[config.mk]
export PLATFORM = sky130hd
export DESIGN_NAME = stream_rr_arbiter
export DESIGN_NICKNAME = d
export VERILOG_FILES = /design/src/rtl/stream_rr_arbiter_pkg.sv /design/src/rtl/stream_rr_arbiter_pick.sv /design/src/rtl/stream_rr_arbiter.sv
export SDC_FILE = /design/constraint.sdc
export NUM_CORES = 1
export LEC_CHECK = 0
export CORE_UTILIZATION = 33
export CTS_CLUSTER_DIAMETER = 60
export DETAILED_ROUTE_END_ITERATION = 12
export GPL_ROUTABILITY_DRIVEN = 0
export PLACE_DENSITY_LB_ADDON = 0.15
export SETUP_SLACK_MARGIN = 0.05
export SYNTH_ARGS = -nofsm -noshare
export SYNTH_HDL_FRONTEND = slang
export SYNTH_SLANG_ARGS = --single-unit
[constraint.sdc]
create_clock -name iCLK -period 1.4 [get_ports iCLK]
set_input_delay 0.14 -clock iCLK [delete_from_list [all_inputs] [get_ports iCLK]]
set_output_delay 0.14 -clock iCLK [all_outputs]
set_load 0.01 [all_outputs]
[src/rtl/stream_rr_arbiter_pkg.sv]
// Shared arbiter definitions: the CLOG2 sizing macro and a mod-N index helper.
// Kept generic so other arbiters in the codebase can import the same helpers.
`ifndef STREAM_ARB_DEFS
`define STREAM_ARB_DEFS
`define CLOG2(x) $clog2(x)
`endif

package stream_rr_arbiter_pkg;

  // Next index modulo n, wrapping from n-1 back to 0.
  function automatic int unsigned rotateInc(input int unsigned idx, input int unsigned n);
    return (idx + 1 >= n) ? 0 : idx + 1;
  endfunction

endpackage

[src/rtl/stream_rr_arbiter_pick.sv]
// Combinational round-robin picker: lowest requester at or after ptr, wrapping.
// Uses the double-width trick so the wrap needs no second priority encoder.
module rr_priority_pick #(
  parameter int NR = 4,
  parameter int WI = 2
) (
  input  logic [NR-1:0] req,
  input  logic [WI-1:0] ptr,
  output logic [NR-1:0] gntOnehot,
  output logic [WI-1:0] gntIdx,
  output logic          any
);

  logic [NR-1:0]   mask;
  logic [2*NR-1:0] dbl;
  logic [2*NR-1:0] lowest;

  always_comb begin
    mask = '0;
    for (int k = 0; k < NR; k++) begin
      mask[k] = (k >= int'(ptr));
    end
  end

  // Upper copy holds all requests so anything below ptr is found after the wrap.
  assign dbl       = {req, req & mask};
  assign lowest    = dbl & (-dbl);
  assign gntOnehot = lowest[NR-1:0] | lowest[2*NR-1:NR];
  assign any       = |req;

  always_comb begin
    gntIdx = '0;
    for (int k = 0; k < NR; k++) begin
      if (gntOnehot[k]) begin
        gntIdx = WI'(k);
      end
    end
  end

endmodule

[src/rtl/stream_rr_arbiter.sv]
// N-to-1 round-robin arbiter feeding a single valid/ready output register.
// Define STREAM_ARB_ID_EN to add the oId_BS source-index port and its register.
module stream_rr_arbiter
  import stream_rr_arbiter_pkg::*;
#(
  parameter int WD = 4,
  parameter int NR = 4,
  parameter int WI = `CLOG2(NR)
) (
  input  logic             iCLK,
  input  logic             iRST,
  input  logic [NR-1:0]    iValid_AS,
  output logic [NR-1:0]    oReady_AS,
  input  logic [NR*WD-1:0] iData_AS,
  output logic             oValid_BS,
  input  logic             iReady_BS,
  output logic [WD-1:0]    oData_BS
`ifdef STREAM_ARB_ID_EN
  ,
  output logic [WI-1:0]    oId_BS
`endif
);

  logic          rVld;
  logic [WD-1:0] rData;
  logic [WI-1:0] rPtr;
  logic          slotFree;
  logic          anyReq;
  logic          takeIn;
  logic [NR-1:0] gntOnehot;
  logic [WI-1:0] gntIdx;
  logic [WD-1:0] muxData;

  rr_priority_pick #(
    .NR (NR),
    .WI (WI)
  ) picker (
    .req       (iValid_AS),
    .ptr       (rPtr),
    .gntOnehot (gntOnehot),
    .gntIdx    (gntIdx),
    .any       (anyReq)
  );

  // Ready is held low during reset so no producer sees a phantom handshake.
  assign slotFree  = !rVld || iReady_BS;
  assign takeIn    = slotFree && anyReq && !iRST;
  assign oReady_AS = takeIn ? gntOnehot : '0;

  always_comb begin
    muxData = '0;
    for (int k = 0; k < NR; k++) begin
      if (gntOnehot[k]) begin
        muxData = iData_AS[k*WD +: WD];
      end
    end
  end

  // A drained slot keeps its last data; only the valid flag drops.
  always_ff @(posedge iCLK or posedge iRST) begin
    if (iRST) begin
      rVld  <= 1'b0;
      rData <= '0;
      rPtr  <= '0;
    end else if (takeIn) begin
      rVld  <= 1'b1;
      rData <= muxData;
      rPtr  <= WI'(rotateInc(32'(gntIdx), NR));
    end else if (iReady_BS) begin
      rVld  <= 1'b0;
    end
  end

`ifdef STREAM_ARB_ID_EN
  logic [WI-1:0] rId;

  always_ff @(posedge iCLK or posedge iRST) begin
    if (iRST) begin
      rId <= '0;
    end else if (takeIn) begin
      rId <= gntIdx;
    end
  end

  assign oId_BS = rId;
`endif

  assign oValid_BS = rVld;
  assign oData_BS  = rData;

endmodule

## After elaboration in Yosys (flattened, before gate mapping)

Index checks and enable logic that the tools add are counted.

- Bits in registers: 7
- Bits of input ports: 23
- Output and inout port bits: 9
- Word-level logic and storage cells: 30

- Add/subtract/negate cells: 2
- Order comparisons: 4
- Multiplexer cells: 11
- Bitwise logic cells: 3
- Reductions and logical operators: 7

Operators with widths:

| kind | count |
|---|---|
| 2-to-1 mux 4 bit | 5 |
| AND 8 bit | 1 |
| negation 8 bit | 1 |
| 2-to-1 mux 2 bit | 3 |
| AND 4 bit | 1 |
| greater-or-equal comparator 1 x 2 -> 1 bit, first input constant | 2 |
| OR 4 bit | 1 |
| OR reduction 4 bit | 1 |
| adder 2 x 1 -> 3 bit, second input constant | 1 |
| greater-or-equal comparator 3 bit, second input constant | 1 |
| 2-to-1 mux 1 bit | 3 |
| greater-or-equal comparator 2 bit, first input constant | 1 |
| logical AND 1 bit | 2 |
| zero test 1 bit | 2 |
| nonzero test 2 bit | 1 |
| logical OR 1 bit | 1 |

## Logic depth before layout (Yosys ltp)

- Word-level depth: 11
- Mapped depth: 6
- Depth with buffers taken out: 5

## Hierarchy

Synthesis repeated with hierarchy kept, for this count alone.

- Cell total of the unflattened synthesis: 85
- Area total of the unflattened synthesis: 659.4 um^2

Modules (own cells, without submodules):

| module | instances | cells an instance | area each (um^2) | seq. area each (um^2) |
|---|---|---|---|---|
| stream_rr_arbiter | 1 | 54 | 481.7 | 175.2 |
| rr_priority_pick | 1 | 31 | 177.7 | 0.0 |

## Worst setup path after synthesis

No wires, ideal clock.

- Kind: register -> register
- From: register rPtr[1]
- To: register rData[1], in the netlist oData_BS[1]
- Setup time: 134 ps
- Data arrival time: 1153 ps
- Data required time: 1266 ps
- Setup slack: 113 ps
- Stages on the path, launching flop included: 6
- Path buffers: 0
- Clock period less this slack: 1287 ps
- Cell sequence: dfrtp_1 inv_1 a21oi_1 o221a_2 a211oi_1 o31ai_1

- Longest elaborated chain between the ends: 9
- Elaborated cells between the ends (all ways): 11
- Classes of those cells: add/sub: 1; order compare: 3; mux: 4; bitwise: 3

Ends and longest elaborated chain:

| what | RTL line | RTL |
|---|---|---|
| start: declaration | stream_rr_arbiter.sv:26 | `logic [WI-1:0] rPtr;` |
| start signal: assignment | stream_rr_arbiter.sv:68 | `rPtr <= WI'(rotateInc(32'(gntIdx), NR));` |
| greater-or-equal comparator 1 x 2 -> 1 bit / greater-or-equal comparator 2 bit (equally long branches) | stream_rr_arbiter_pick.sv:21 | `mask[k] = (k >= int'(ptr));` |
| AND 4 bit (*) | stream_rr_arbiter_pick.sv:26 | `assign dbl = {req, req & mask};` |
| negation 8 bit | stream_rr_arbiter_pick.sv:27 | `assign lowest = dbl & (-dbl);` |
| AND 8 bit (*) | stream_rr_arbiter_pick.sv:27 |  |
| OR 4 bit (*) | stream_rr_arbiter_pick.sv:28 | `assign gntOnehot = lowest[NR-1:0] \| lowest[2*NR-1:NR];` |
| 2-to-1 mux 4 bit (3 in a row) | stream_rr_arbiter.sv:53 | `if (gntOnehot[k]) begin` |
| 2-to-1 mux 4 bit (*) | stream_rr_arbiter.sv:53 |  |
| end signal: assignment | stream_rr_arbiter.sv:67 | `rData <= muxData;` |
| end: declaration | stream_rr_arbiter.sv:25 | `logic [WD-1:0] rData;` |

Every way passes the cells marked *; elsewhere a longest branch is shown, timed or not.
A chain may end at the register's enable or synchronous reset.

## Final worst setup path

- From: register rPtr[1]
- To: output port oReady_AS[2]

- Longest elaborated chain between the ends: 6
- Elaborated cells between the ends (all ways): 8
- Classes of those cells: add/sub: 1; order compare: 3; mux: 1; bitwise: 3

Ends and longest elaborated chain:

| what | RTL line | RTL |
|---|---|---|
| greater-or-equal comparator 1 x 2 -> 1 bit / greater-or-equal comparator 2 bit (equally long branches) | stream_rr_arbiter_pick.sv:21 |  |
| AND 4 bit (*) | stream_rr_arbiter_pick.sv:26 |  |
| negation 8 bit | stream_rr_arbiter_pick.sv:27 |  |
| AND 8 bit (*) | stream_rr_arbiter_pick.sv:27 |  |
| OR 4 bit (*) | stream_rr_arbiter_pick.sv:28 |  |
| 2-to-1 mux 4 bit (*) | stream_rr_arbiter.sv:48 | `assign oReady_AS = takeIn ? gntOnehot : '0;` |
| end: declaration | stream_rr_arbiter.sv:13 | `output logic [NR-1:0] oReady_AS,` |

Marked as above.

==> impl_results.md <==
* Outcome: finished with violations
* Failing checks: DRC, setup timing
* Worst r2r dst: oData_BS[2]
* Total power draw at 1.32 mW
* Fill cells at 101
* Fin crit share at 1.17
* Global-route wire length before repair at 3.24 mm
* Layout Area Growth over Synthesis at 118%
* Via Count at 786
* Gr ovfl total at 0
* Commonest non-fill, non-tap cell in the layout: clkdlybuf4s50_1
* Routed WL at 2.22 mm
* Worst clock skew at 0.00342 ns
* Detailed router's first-iteration violation count at 19
* Cells after Synth at 68
* Num CTS Buffers at 3
* Most frequent cells in the layout: clkdlybuf4s50_1 (24), buf_4 (21), buf_6 (8)
* Clk slew on worst S/H paths at 0.06 ns
* Setup crit end kind: output port
* P per Cell Area at 1050 nW/um2
* Root buf cell: clkbuf_4
* Register bit count reported by yosys at 7
* Vias per std cell at 5.38
* Setup Crit Path Kind: register to output port
* Largest net degree at the start of global routing at 8
* YS warnings at 0
* R2R setup slack at -0.20 ns
* # diodes at 0
* Arrival @ worst endpoint at 1.50 ns
* Core Region at 1580 um2
* Synth unique cells at 25
* Final core utilization at 0.796
* Seq/Total Area, Yosys at 0.304
* Initial antenna violation count at 0
* Initial cell density of the core at 0.366
* Max-cap violations at 0
* Slew @ Worst Pin at 0.450 ns
* Register area at 175 um2
* Final ANT Viol Nets at 0
* DIE WIDTH at 43.8 um
* Final worst setup slack at -0.241 ns
* Syn Nets at 91
* RR Startpoint: rPtr[0]
* Die height at 43.8 um
* Final Hold Fails at 0
* Multi-input logic area at 462 um2
* Peak supply drop at 577 uV
* Routed WL per cell at 15.2 um
* # hold bufs at CTS at 0
* RSZ-0062 raised after global routing: yes
* Worst min path class: primary input to async pin
* CTS tree: yes
* IO buf count at 31
* Clk Latency, worst-skew pair at 0.25 ns
* Layout Nets at 154
* Final setup TNS at -1.15 ns
* Die area at 1920 um2
* Cell area after synthesis at 577 um2
* R2R cell count at 8
* Share of cells above drive strength 1 at 0.500
* Max Freq at 0.609 GHz
* Max-slew headroom at 0.700
* Syn avg cell area at 8.48 um2
* Pre-antenna DRT Iters at 8
* Num ports at 32
* Slew Limit Fails at 0
* Number of global-route vias before repair at 763
* Post-route minimum period at 1.64 ns
* CTS sink cnt at 7
* Setup violators final at 9
* Clock buffer depth at 2
* H-tree Lvls at 1
* # rows at 14
* Peak fanout along the critical path at 2
* Hpwl dp at 1.25 mm
* Drt drc at 2
* Critical Path RT at 1.26 ns
* Gr usage total at 0.228
* P_leak at 0.562 nW
* Startpoint Class: register
[repair_timing]
item                       CTS  global route
resized for setup           41            16
setup endpoints to repair   11            11
pin swaps                   16             8
gates cloned                 1             0
buffers inserted             9             5
[cell type report]
cell class              count  area share
well taps                  16      0.0160
inverters                   9      0.0289
clock buffers               4      0.0209
repair buffers             60       0.427
flip-flops and latches      7       0.140
multi-input cells          50       0.368
[cells by family after synthesis]
logic type      Yosys count  share of synthesized area
buf+inv                  11                     0.0803
simple gates             20                      0.156
flops                     7                      0.304
compound gates           30                      0.460
[registers in the layout, summed over array words and instances, names as in the netlist]
name and flops:
rPtr 2, oValid_BS 1, oData_BS 4
[synthesized netlist by cell type, drive strengths merged]
| cell type | instances | area, um2 |
|---|---|---|
| o211ai | 1 | 12.5 |
| and3 | 1 | 6.26 |
| or2 | 2 | 12.5 |
| buf | 2 | 12.5 |
| a22oi | 1 | 7.51 |
| o21ai | 3 | 15.0 |
| o221a | 1 | 11.3 |
| a211oi | 4 | 30.0 |
| dfrtp | 7 | 175 |
| o22ai | 1 | 6.26 |
| nand2 | 6 | 22.5 |
| o31ai | 5 | 51.3 |
| a2bb2oi | 1 | 15.0 |
| o32ai | 1 | 27.5 |
| o221ai | 1 | 8.76 |
| nor2 | 8 | 30.0 |
| nand2b | 2 | 12.5 |
| o2bb2ai | 4 | 35.0 |
| inv | 9 | 33.8 |
| o21a | 3 | 25.0 |
| nor2b | 1 | 6.26 |
| a21oi | 4 | 20.0 |
[routing by layer]
layer	GRT usage	share of wire
met5	0	0
met4	0.119	0.011
met3	0.0417	0.041
met2	0.391	0.51
met1	0.266	0.44
[worst max-delay path by stage]
stage                 startpoint      endpoint  slack (ns)  cells after the start
CTS                      rPtr[1]  oReady_AS[2]       -0.11                      7
finish                   rPtr[1]  oReady_AS[2]       -0.24                      7
floorplan                rPtr[1]   oData_BS[1]        0.11                      5
global placement    iValid_AS[0]  oReady_AS[3]       -0.52                      6
detailed placement  iValid_AS[0]  oReady_AS[3]       -0.55                      6
global route             rPtr[1]   oData_BS[1]       -0.29                      8
[stage by stage]
step           cells  hold WS [ns]  cell area, um2  setup WS (ns)
6_report         146         0.180            1250         -0.241
3_3_place_gp     127         0.439            1000         -0.523
4_1_cts          141         0.185            1160         -0.111
2_1_floorplan     68       -0.0483             577          0.113
3_5_place_dp     127         0.442            1000         -0.551
5_1_grt          146         0.189            1250         -0.292
[power by group]
| group | switching [mW] | total [mW] | internal, mW | leakage [nW] |
|---|---|---|---|---|
| registers | 0.0333 | 0.290 | 0.257 | 0.0850 |
| clock network | 0.0780 | 0.187 | 0.109 | 0.0150 |
| logic | 0.367 | 0.840 | 0.472 | 0.462 |
[worst max-delay path, stage by stage, from the launching register on]
cell and delay, ns:
dfrtp_1 0.40, buf_6 0.13, nand2b_4 0.14, a21oi_2 0.13, o21a_2 0.18, inv_2 0.05
nor2_2 0.08, buf_2 0.13
Note: power is estimated with default switching activity, not from simulation.
==> edit (config.mk and constraints unchanged) <==
`NR` is set to 4 in 2 places; all go to 8.
--- a/src/rtl/stream_rr_arbiter_pick.sv
+++ b/src/rtl/stream_rr_arbiter_pick.sv
@@ -3,3 +3,3 @@
 module rr_priority_pick #(
-  parameter int NR = 4,
+  parameter int NR = 8,
   parameter int WI = 2
--- a/src/rtl/stream_rr_arbiter.sv
+++ b/src/rtl/stream_rr_arbiter.sv
@@ -6,3 +6,3 @@
   parameter int WD = 4,
-  parameter int NR = 4,
+  parameter int NR = 8,
   parameter int WI = `CLOG2(NR)
Ports: changed (resized iData_AS, iValid_AS and oReady_AS); port bits go from 32 to 56. The function was not compared with the original's and may differ.
==> edit against the original RTL <==
- clock power is 72% higher
- critical path depth is 1 higher
- setup slack worse by 0.70 ns
- synthesized area is 120% higher
- routed wire length grew to 2.9 times the old value
- final area is 130% higher
- the flow finishes with violations (setup timing)
- sequential cell count is 1 higher
- power grew to 3.0 times the old value
- fmax is 30% lower
- non-clock buffer count is 74 higher
- global-route usage is 5.9 points higher
- cell count is 140% higher
- critical path type is now flop to flop
- register-to-register slack worse by 0.74 ns
==> edit: results (changes against the original RTL) <==
status -> finished with violations
failing checks -> setup timing
placed cell count -> 332 (+160%)
Iteration-0 DRC Markers -> 144 (+125)
slowest CP cell -> dfrtp_2
GR met3 Demand/Resource -> 0.04225 (+0.0005869)
sequential cell area share -> 0.07181 (-0.06778)
Placed Area -> 2328 µm² (+130%)
vias in the first global route -> 1972 (+160%)
relative slew slack -> 0.7429 (+0.04316)
fillcell total -> 262 (+160%)
Logic inverters -> 8 (-1)
share of cells above drive strength 1 -> 0.4725 (-0.02751)
Post-Layout Cell Count -> 357 (+140%)
Data buffer area share -> 0.4304 (+0.003675)
CP max stage delay -> 0.47 ns (+0.07 ns)
Distinct cells, synth -> 48 (+92%)
Setup WS post-layout -> -0.9440 ns (-0.7028 ns)
DRT met1 WL -> 2483 µm (+150%)
syn avg cell area -> 7.207 µm² (-15%)
std cell rows -> 22 (+8)
Register Area -> 203.9 µm² (+16%)
drt drc -> 0 (-2)
critical path class -> flop to flop
Vias -> 2023 (+160%)
Worst VDD drop -> 0.6942 mV (+20%)
final wirelength -> 6339 µm (+190%)
CTS sink cnt -> 8 (+1)
DP Worst Slack -> -1.109 ns (-0.5575 ns)
post-synthesis sequential area ratio -> 0.1552 (-0.1485)
Clock-cell share -> 0.01586 (-0.005078)
first-pass GRT wire length -> 9287 µm (+190%)
final setup vio count -> 15 (+6)
non-clock buffer count -> 134 (+120%)
maximum fanout along the worst path -> 6 (+4)
Post-synth top cells -> 18 x nand4_1, 17 x nor2_1, 16 x nand2_1, 12 x nor3_1, 10 x a21oi_1
nets -> 354 (+130%)
DR pass1 iterations -> 4 (-4)
Pleak -> 1.219 nW (+120%)
Hold Slack -> 0.3959 ns (+0.2159 ns)
Worst Skew -> 0.01517 ns (+0.01175 ns)
edit: worst max-delay path: cells and delay by family (launching register included):
kind / cells / cell delay, ns
fa+ha+maj: 1 / 0.31
buf+inv: 2 / 0.31
compound gates: 2 / 0.40
flops: 1 / 0.47
mux: 1 / 0.29
simple gates: 2 / 0.43
edit: power breakdown:
| part | total [mW] | internal [mW] | switching, mW |
|---|---|---|---|
| clock | 0.322 | 0.200 | 0.122 |
| combinational | 3.13 | 1.66 | 1.47 |
| sequential | 0.486 | 0.339 | 0.146 |
| total | 3.94 | 2.20 | 1.74 |
edit: cell families after synthesis:
group	count (synthesis)	synth area share
flip-flops	8	0.1552
buffers and inverters	16	0.05819
AND/OR/NAND/NOR	98	0.4413
adder cells (fa/ha/maj)	1	0.009698
AO/OA/AOI/OAI	50	0.2891
XOR/XNOR	1	0.006791
multiplexers	5	0.03977
edit: repair_timing:
item                       CTS  global route
pin swaps                   13            21
cloned                       2             0
setup buffers               16            10
gates resized for setup     69            34
setup endpoints to repair   17            15
